## config.mk

```make
export PLATFORM = sky130hd
export DESIGN_NAME = ag_ps2_keyb_flat
export DESIGN_NICKNAME = d
export VERILOG_FILES = /design/src/rtl/ag_ps2_keyb_pkg.sv /design/src/rtl/ag_ps2_keyb_if.sv /design/src/rtl/ag_ps2_keyb_rx.sv /design/src/rtl/ag_ps2_keyb.sv /design/src/flat_wrapper.sv
export SDC_FILE = /design/constraint.sdc
export NUM_CORES = 1
export LEC_CHECK = 0
export CAP_MARGIN = 20
export CORE_MARGIN = 3
export CORE_UTILIZATION = 60
export CTS_CLUSTER_DIAMETER = 120
export CTS_CLUSTER_SIZE = 8
export DETAILED_ROUTE_END_ITERATION = 6
export GPL_TIMING_DRIVEN = 0
export MAX_ROUTING_LAYER = met4
export PLACE_DENSITY = 0.8
export SLEW_MARGIN = 30
export SYNTH_ARGS = -nofsm -noshare
export SYNTH_HDL_FRONTEND = slang
export SYNTH_HIERARCHICAL = 1
export SYNTH_SLANG_ARGS = --single-unit
export TNS_END_PERCENT = 30
```

## constraint.sdc

```tcl
create_clock -name clk -period 2.7 [get_ports clk]
set_input_delay 0.54 -clock clk [delete_from_list [all_inputs] [get_ports clk]]
set_output_delay 0.54 -clock clk [all_outputs]
set_load 0.005 [all_outputs]
```

## src/rtl/ag_ps2_keyb_pkg.sv

```systemverilog
// ag_ps2_pkg: scan codes, Agat key codes, receiver state and keyboard mode flags
package ag_ps2_pkg;
    localparam logic [7:0] SC_E0 = 8'hE0, SC_F0 = 8'hF0, SC_E1 = 8'hE1, SC_AA = 8'hAA;
    localparam logic [7:0] SC_LSHIFT = 8'h12, SC_RSHIFT = 8'h59, SC_CTRL = 8'h14;
    localparam logic [7:0] SC_CAPS = 8'h58, SC_SCROLL = 8'h7E, SC_F12 = 8'h07;
    localparam logic [7:0] SC_SPACE = 8'h29, SC_ENTER = 8'h5A, SC_ESC = 8'h76, SC_BKSP = 8'h66;
    localparam logic [7:0] SC_LEFT = 8'h6B, SC_RIGHT = 8'h74, SC_UP = 8'h75, SC_DOWN = 8'h72;
    localparam logic [7:0] AG_BS = 8'h88, AG_RIGHT = 8'h95, AG_UP = 8'h99, AG_DOWN = 8'h9A;
    localparam logic [7:0] AG_CR = 8'h8D, AG_ESC = 8'h9B, AG_SPACE = 8'hA0;
    // set-2 make codes for A..Z and 0..9, in letter/digit order
    localparam logic [7:0] SC_LETTER [26] = '{
        8'h1C, 8'h32, 8'h21, 8'h23, 8'h24, 8'h2B, 8'h34, 8'h33, 8'h43, 8'h3B, 8'h42, 8'h4B, 8'h3A,
        8'h31, 8'h44, 8'h4D, 8'h15, 8'h2D, 8'h1B, 8'h2C, 8'h3C, 8'h2A, 8'h1D, 8'h22, 8'h35, 8'h1A};
    localparam logic [7:0] SC_DIGIT [10] = '{
        8'h45, 8'h16, 8'h1E, 8'h26, 8'h25, 8'h2E, 8'h36, 8'h3D, 8'h3E, 8'h46};
    typedef enum logic [1:0] {RX_IDLE, RX_DATA, RX_PARITY, RX_STOP} rx_state_e;
    typedef struct packed {
        logic ext;
        logic brk;
        logic shift;
        logic ctrl;
        logic rus;
        logic pause;
        logic rst;
    } kb_state_t;
endpackage

```

## src/rtl/ag_ps2_keyb_if.sv

```systemverilog
// ag_ps2_keyb_if: filtered PS/2 lines and key_clear in, Agat key code and control lines out
interface ag_ps2_keyb_if;
    logic [1:0] ps2_bus;
    logic       key_clear;
    logic [7:0] key_reg;
    logic       key_rus;
    logic       key_rst;
    logic       key_pause;
    logic       frame_err;
    modport master (output ps2_bus, key_clear, input key_reg, key_rus, key_rst, key_pause, frame_err);
    modport slave (input ps2_bus, key_clear, output key_reg, key_rus, key_rst, key_pause, frame_err);
endinterface

```

## src/rtl/ag_ps2_keyb_rx.sv

```systemverilog
// ag_ps2_rx: PS/2 device-to-host frame receiver with odd parity, stop check and idle timeout
module ag_ps2_rx
    import ag_ps2_pkg::*;
#(
    parameter int TIMEOUT = 2000
) (
    input  logic       clk,
    input  logic       reset,
    input  logic [1:0] ps2_bus,
    output logic       rx_valid,
    output logic [7:0] rx_data,
    output logic       frame_err
);
    localparam int CW = $clog2(TIMEOUT + 1);
    rx_state_e     state_q, state_d;
    logic [1:0]    s1_q, s2_q;
    logic          c3_q;
    logic [7:0]    sh_q, sh_d;
    logic [2:0]    bit_q, bit_d;
    logic          par_q, par_d;
    logic [CW-1:0] cnt_q, cnt_d;
    logic          valid_q, valid_d, err_q, err_d;
    logic          fall, din, tout;

    assign fall = c3_q & ~s2_q[0];
    assign din = s2_q[1];
    assign tout = state_q != RX_IDLE && !fall && cnt_q == CW'(TIMEOUT - 1);
    assign rx_valid = valid_q;
    assign rx_data = sh_q;
    assign frame_err = err_q;

    always_ff @(posedge clk) begin
        if (reset) begin
            s1_q    <= 2'b11;
            s2_q    <= 2'b11;
            c3_q    <= 1'b1;
            state_q <= RX_IDLE;
            sh_q    <= '0;
            bit_q   <= '0;
            par_q   <= 1'b0;
            cnt_q   <= '0;
            valid_q <= 1'b0;
            err_q   <= 1'b0;
        end else begin
            s1_q    <= ps2_bus;
            s2_q    <= s1_q;
            c3_q    <= s2_q[0];
            state_q <= state_d;
            sh_q    <= sh_d;
            bit_q   <= bit_d;
            par_q   <= par_d;
            cnt_q   <= cnt_d;
            valid_q <= valid_d;
            err_q   <= err_d;
        end
    end

    always_comb begin
        state_d = state_q;
        sh_d    = sh_q;
        bit_d   = bit_q;
        par_d   = par_q;
        valid_d = 1'b0;
        err_d   = 1'b0;
        cnt_d   = (state_q == RX_IDLE || fall) ? '0 : cnt_q + 1'b1;
        if (tout) begin
            state_d = RX_IDLE;
            err_d   = 1'b1;
        end else if (fall) begin
            case (state_q)
                RX_IDLE: begin
                    state_d = din ? RX_IDLE : RX_DATA;
                    err_d   = din;
                    bit_d   = '0;
                end
                RX_DATA: begin
                    sh_d    = {din, sh_q[7:1]};
                    bit_d   = bit_q + 3'd1;
                    state_d = bit_q == 3'd7 ? RX_PARITY : RX_DATA;
                end
                // parity verdict is held until the stop bit so a bad frame still ends cleanly
                RX_PARITY: begin
                    par_d   = ^{din, sh_q};
                    state_d = RX_STOP;
                end
                default: begin
                    valid_d = din & par_q;
                    err_d   = ~(din & par_q);
                    state_d = RX_IDLE;
                end
            endcase
        end
    end
endmodule

```

## src/rtl/ag_ps2_keyb.sv

```systemverilog
// ag_ps2_keyb: PS/2 keyboard to Agat key register with prefix, modifier and control-line tracking
module ag_ps2_keyb
    import ag_ps2_pkg::*;
#(
    parameter int TIMEOUT = 2000
) (
    input logic           clk,
    input logic           reset,
    ag_ps2_keyb_if.slave  bus
);
    logic       rx_valid, frame_err;
    logic [7:0] rx_data, xl, key_q, key_d;
    kb_state_t  st_q, st_d;

    ag_ps2_rx #(.TIMEOUT(TIMEOUT)) u_rx (
        .clk(clk),
        .reset(reset),
        .ps2_bus(bus.ps2_bus),
        .rx_valid(rx_valid),
        .rx_data(rx_data),
        .frame_err(frame_err)
    );

    assign bus.key_reg = key_q;
    assign bus.key_rus = st_q.rus;
    assign bus.key_rst = st_q.rst;
    assign bus.key_pause = st_q.pause;
    assign bus.frame_err = frame_err;

    always_ff @(posedge clk) begin
        if (reset) begin
            st_q  <= '0;
            key_q <= '0;
        end else begin
            st_q  <= st_d;
            key_q <= key_d;
        end
    end

    // every mapped code has bit 7 set, so xl[7] doubles as "mapped"
    always_comb begin
        xl = 8'h00;
        for (int i = 0; i < 26; i++)
            if (rx_data == SC_LETTER[i]) xl = (st_q.ctrl ? 8'h81 : st_q.rus ? 8'hE1 : 8'hC1) + 8'(i);
        for (int i = 0; i < 10; i++)
            if (rx_data == SC_DIGIT[i]) xl = (st_q.shift && i != 0 ? 8'hA0 : 8'hB0) + 8'(i);
        case (rx_data)
            SC_SPACE: xl = AG_SPACE;
            SC_ENTER: xl = AG_CR;
            SC_ESC:   xl = AG_ESC;
            SC_BKSP:  xl = AG_BS;
            SC_LEFT:  xl = st_q.ext ? AG_BS : 8'h00;
            SC_RIGHT: xl = st_q.ext ? AG_RIGHT : 8'h00;
            SC_UP:    xl = st_q.ext ? AG_UP : 8'h00;
            SC_DOWN:  xl = st_q.ext ? AG_DOWN : 8'h00;
            default: ;
        endcase
    end

    always_comb begin
        st_d  = st_q;
        key_d = bus.key_clear ? {1'b0, key_q[6:0]} : key_q;
        if (rx_valid) begin
            if (rx_data == SC_E0) st_d.ext = 1'b1;
            else if (rx_data == SC_F0) st_d.brk = 1'b1;
            else if (rx_data != SC_E1 && rx_data != SC_AA) begin
                st_d.ext = 1'b0;
                st_d.brk = 1'b0;
                if (rx_data == SC_LSHIFT || rx_data == SC_RSHIFT) st_d.shift = !st_q.brk;
                if (rx_data == SC_CTRL) st_d.ctrl = !st_q.brk;
                if (rx_data == SC_F12) st_d.rst = !st_q.brk && (st_q.ctrl || st_q.rst);
                if (!st_q.brk) begin
                    st_d.rus   = st_q.rus ^ (rx_data == SC_CAPS);
                    st_d.pause = st_q.pause ^ (rx_data == SC_SCROLL);
                    if (xl[7]) key_d = xl;
                end
            end
        end
    end
endmodule

```

## src/flat_wrapper.sv

```systemverilog
// flat-port wrapper written by rule: the top's interface ports become plain ports
module ag_ps2_keyb_flat import ag_ps2_pkg::*;
#(
    parameter int TIMEOUT = 2000
)
  (clk, reset, bus_ps2_bus, bus_key_clear, bus_key_reg, bus_key_rus, bus_key_rst, bus_key_pause, bus_frame_err);
  ag_ps2_keyb_if bus_i ();
  input logic clk;
  input logic reset;
  input wire logic [$bits(bus_i.ps2_bus)-1:0] bus_ps2_bus;
  input wire logic [$bits(bus_i.key_clear)-1:0] bus_key_clear;
  output wire logic [$bits(bus_i.key_reg)-1:0] bus_key_reg;
  output wire logic [$bits(bus_i.key_rus)-1:0] bus_key_rus;
  output wire logic [$bits(bus_i.key_rst)-1:0] bus_key_rst;
  output wire logic [$bits(bus_i.key_pause)-1:0] bus_key_pause;
  output wire logic [$bits(bus_i.frame_err)-1:0] bus_frame_err;
  assign bus_i.ps2_bus = bus_ps2_bus;
  assign bus_i.key_clear = bus_key_clear;
  assign bus_key_reg = bus_i.key_reg;
  assign bus_key_rus = bus_i.key_rus;
  assign bus_key_rst = bus_i.key_rst;
  assign bus_key_pause = bus_i.key_pause;
  assign bus_frame_err = bus_i.frame_err;
  ag_ps2_keyb #(.TIMEOUT(TIMEOUT)) u_core (.clk(clk), .reset(reset), .bus(bus_i));
endmodule
```

==> run_results.csv <==
group,metric,value,unit
worst_setup_path,critPathLaunchType,"register",
detailed_routing,drt-total-wl,8830,um
worst_setup_path,worstPathArrival,2.75,ns
worst_setup_path,r2r_start,"u_core/u_rx/rx_data[2]",
synth,mappedNetlistArea,3160,um2
detailed_routing,ant_nets,0,
synth,ys_seq_area_share,29.8,%
global_route,grt_pass1_wl,14300,um
synth,synth-edff-count,0,
sta,rsz0062_at_grt,"false",
run_status,status,"complete, no violations",
final_layout,syn_to_final_growth,12.6,%
placement,preCtsSetupSlack,0.0931,ns
global_route,antenna_found_initial,0,
global_route,grt-ovfl-total,0,
sta,setup_viol,0,
floorplanning,die_w,78.5,um
sta,fin_ws,0.120,ns
global_route,grt_usage,30.0,%
synth,synth_cells,383,
sta,drv_slew,0,
final_layout,regArea,941,um2
job,cap_violations,0,
cts,clk_pin_slew,0.09,ns
sta,max_freq,388,MHz
worst_setup_path,reg2reg_to,"u_core/bus.key_reg[6]",
sta,slew_headroom,55.7,%
detailed_routing,drt-pass1-iter-count,5,
cts,cts_max_level,2,
synth,synth_top_area_share,29.8,%
synth,synth-seq-cells,47,
global_route,grt_max_degree,15,
worst_setup_path,cp.depth,10,
cts,clk_path_buf_depth,2,
floorplanning,ios,17,
synth,ys_top_cells_by_area,"dfxtp_1, nand2_1, a21oi_1, nor2_1, xnor2_1",
final_layout,multi_input_area,2010,um2
synth,synth_top_area_cell,"dfxtp_1",
floorplanning,num_rows,25,
hold_path,whs_path_depth,1,
cts,cts_made_buffers,5,
detailed_routing,routedWlPerCell,18.6,um
worst_setup_path,crit_path_end_kind,"register",
cts,cts.sinks,47,
placement,hpwl,6270,um
final_layout,num-fill-cells,372,
final_layout,largest_register_ffs,11,
detailed_routing,via_per_inst,6.53,
worst_setup_path,crit_required,2.87,ns
placement,port_buffers,16,
worst_setup_path,critPathTopFamily,"buffers and inverters",
synth,yosysWarnings,6,
worst_setup_path,worstSetupPathType,"register to register",
sta,tns,0,ns
cts,cts_tree,"built",
worst_setup_path,rr_worst_depth,10,
power,p_leak,1.29,nW
power,power_density,373,nW/um2
final_layout,num_antenna_cells,0,
worst_setup_path,r2r_slack,0.12,ns
final_layout,drive_above_1_share,14.0,%
hold_path,hp-class,"register to register",
sta,period_share,95.6,%
synth,synthArstFlopShare,0,%
detailed_routing,drt_iter0_drc,672,
worst_setup_path,crit_end,"u_core/bus.key_reg[6]",
worst_setup_path,critPathLaunch,"u_core/u_rx/rx_data[2]",
synth,syn_avg_cell_area,8.24,um2
sta,finClkSkew,0.00741,ns
global_route,grt_pass1_vias,2815,
placement,routabilityCongestion,0.988,
worst_setup_path,worst-path-buf-inv,4,
synth,synth.net_count,395,
cts,root_buffer,"clkbuf_8",
sta,hold_viol,0,
worst_setup_path,crit_path_cell_trace,"buf_4, buf_2, buf_2, o211ai_1, o31ai_2, nor2_1, a41oi_2, buf_6, mux2i_1, nor2_1",
floorplanning,design.core.area,4910,um2
synth,ys.flop_type,"dfxtp_1",
final_layout,nets,418,
floorplanning,die_h,78.5,um
floorplanning,fp.dieArea,6170,um2
worst_setup_path,cpPeakStageDelay,0.43,ns
power,ir_worst_vdd,334,uV
cts,cts_hold_buffers,0,
worst_setup_path,worst-path-max-fanout,10,
synth,synth_cell_type_count,76,
sta,worst_pin_slew,0.660,ns
final_layout,fin_util,72.4,%
floorplanning,initial_utilization,64.3,%
sta,whs,0.416,ns
cts,clk_latency,0.30,ns
sta,period_minus_slack,2.58,ns
detailed_routing,drt_drc_violations_left,0,
detailed_routing,vias,3094,
worst_setup_path,slowest_stage,"dfxtp_1",
layout make-up:
cell class | count | share of cell area [%]
plain buffers | 26 | 5.07
flip-flops and latches | 47 | 26.5
inverters | 12 | 1.27
well taps | 67 | 2.36
multi-input cells | 298 | 56.6
clock inverters | 2 | 1.69
clock buffers | 6 | 2.04
repair buffers | 16 | 4.51
Yosys cell counts, drive strengths merged (3+ instances only):
cell type / instances
dfxtp: 47
nand2: 39
nor2: 35
a21oi: 29
buf: 19
nand3: 16
inv: 12
o21ai: 12
nand2b: 11
xnor2: 11
nor2b: 10
nor3: 10
clkbuf: 7
ha: 7
mux2i: 7
or2: 7
nor4: 6
a31oi: 5
nor3b: 5
nor4b: 5
o22ai: 5
or3: 5
a22oi: 4
nand3b: 4
o2111ai: 4
o211ai: 4
xor2: 4
a211oi: 3
a21boi: 3
and3: 3
and3b: 3
nand4: 3
o211a: 3
o31ai: 3
what timing repair did:
action / in CTS / in global routing
gates resized for setup: 0 / 6
setup endpoints to repair: 0 / 7
buffers inserted: 0 / 0
worst register-to-register path, delay by kind of cell, from the launching register on:
kind	cells	cell delay [ns]
buffers and inverters	4	0.93
AOI/OAI and AO/OA	3	0.64
DFF	1	0.43
and+or+nand+nor	2	0.23
muxes	1	0.22
kinds of logic (layout without fill, tap and decap cells):
kind of cell | after synthesis | count (layout) | share of synthesized area, %
adders and majority gates | 7 | 7 | 2.77
AOI/OAI and AO/OA | 94 | 94 | 20.5
and+or+nand+nor | 174 | 174 | 32.7
muxes | 7 | 7 | 2.22
buffers and inverters | 38 | 62 | 7.09
xor gates and xnor gates | 16 | 16 | 4.87
DFF | 47 | 47 | 29.8
through the flow:
stage               instances  total power [mW]  cell area, um2
detailed placement        466             0.746            3400
global route              474              1.37            3550
finish                    474              1.33            3550
floorplan                 383             0.732            3160
CTS                       474              1.33            3530
global placement          466             0.745            3400
placed cells by master, fill, tap and decap left out, types with 3 or more instances in the layout:
| cell type | instances |
|---|---|
| nor3_1 | 10 |
| inv_1 | 12 |
| ha_1 | 7 |
| o2111ai_1 | 4 |
| o211ai_1 | 4 |
| or2_2 | 5 |
| buf_2 | 7 |
| a21oi_1 | 28 |
| nand3_1 | 15 |
| o22ai_1 | 5 |
| a31oi_1 | 5 |
| nor2_1 | 33 |
| nand2b_1 | 10 |
| nand3b_1 | 4 |
| and3_1 | 3 |
| clkdlybuf4s50_1 | 16 |
| mux2i_1 | 7 |
| clkbuf_1 | 6 |
| buf_6 | 7 |
| o21ai_0 | 11 |
| and3b_1 | 3 |
| nor3b_1 | 5 |
| a22oi_1 | 4 |
| nor2b_1 | 9 |
| o211a_1 | 3 |
| xor2_1 | 4 |
| dfxtp_1 | 47 |
| nand2_1 | 39 |
| clkbuf_8 | 5 |
| nor4_2 | 3 |
| buf_4 | 5 |
| xnor2_1 | 11 |
| nand4_1 | 3 |
| or3_1 | 5 |
report_power, final:
| group | switching (mW) | internal, mW |
|---|---|---|
| sequential | 0.00270 | 0.696 |
| combinational | 0.0172 | 0.0138 |
| clock | 0.226 | 0.370 |
worst min path at each step:
stage	from	to
floorplan	u_core/u_rx/s1_q[0]	u_core/u_rx/s2_q[0]
detailed placement	u_core/u_rx/s1_q[0]	u_core/u_rx/s2_q[0]
global placement	u_core/u_rx/s1_q[0]	u_core/u_rx/s2_q[0]
finish	u_core/u_rx/s1_q[0]	u_core/u_rx/s2_q[0]
CTS	u_core/u_rx/s1_q[0]	u_core/u_rx/s2_q[0]
global route	u_core/u_rx/s1_q[0]	u_core/u_rx/s2_q[0]
layer usage:
metal	part of all wire, %	wire, um	GRT usage (%)
met1	43	3810	40.4
met3	9.9	871	7.57
met5	0	0	-
met2	44	3930	43.8
met4	2.6	227	10.3
No activity file was read; power rests on OpenSTA's default activity.
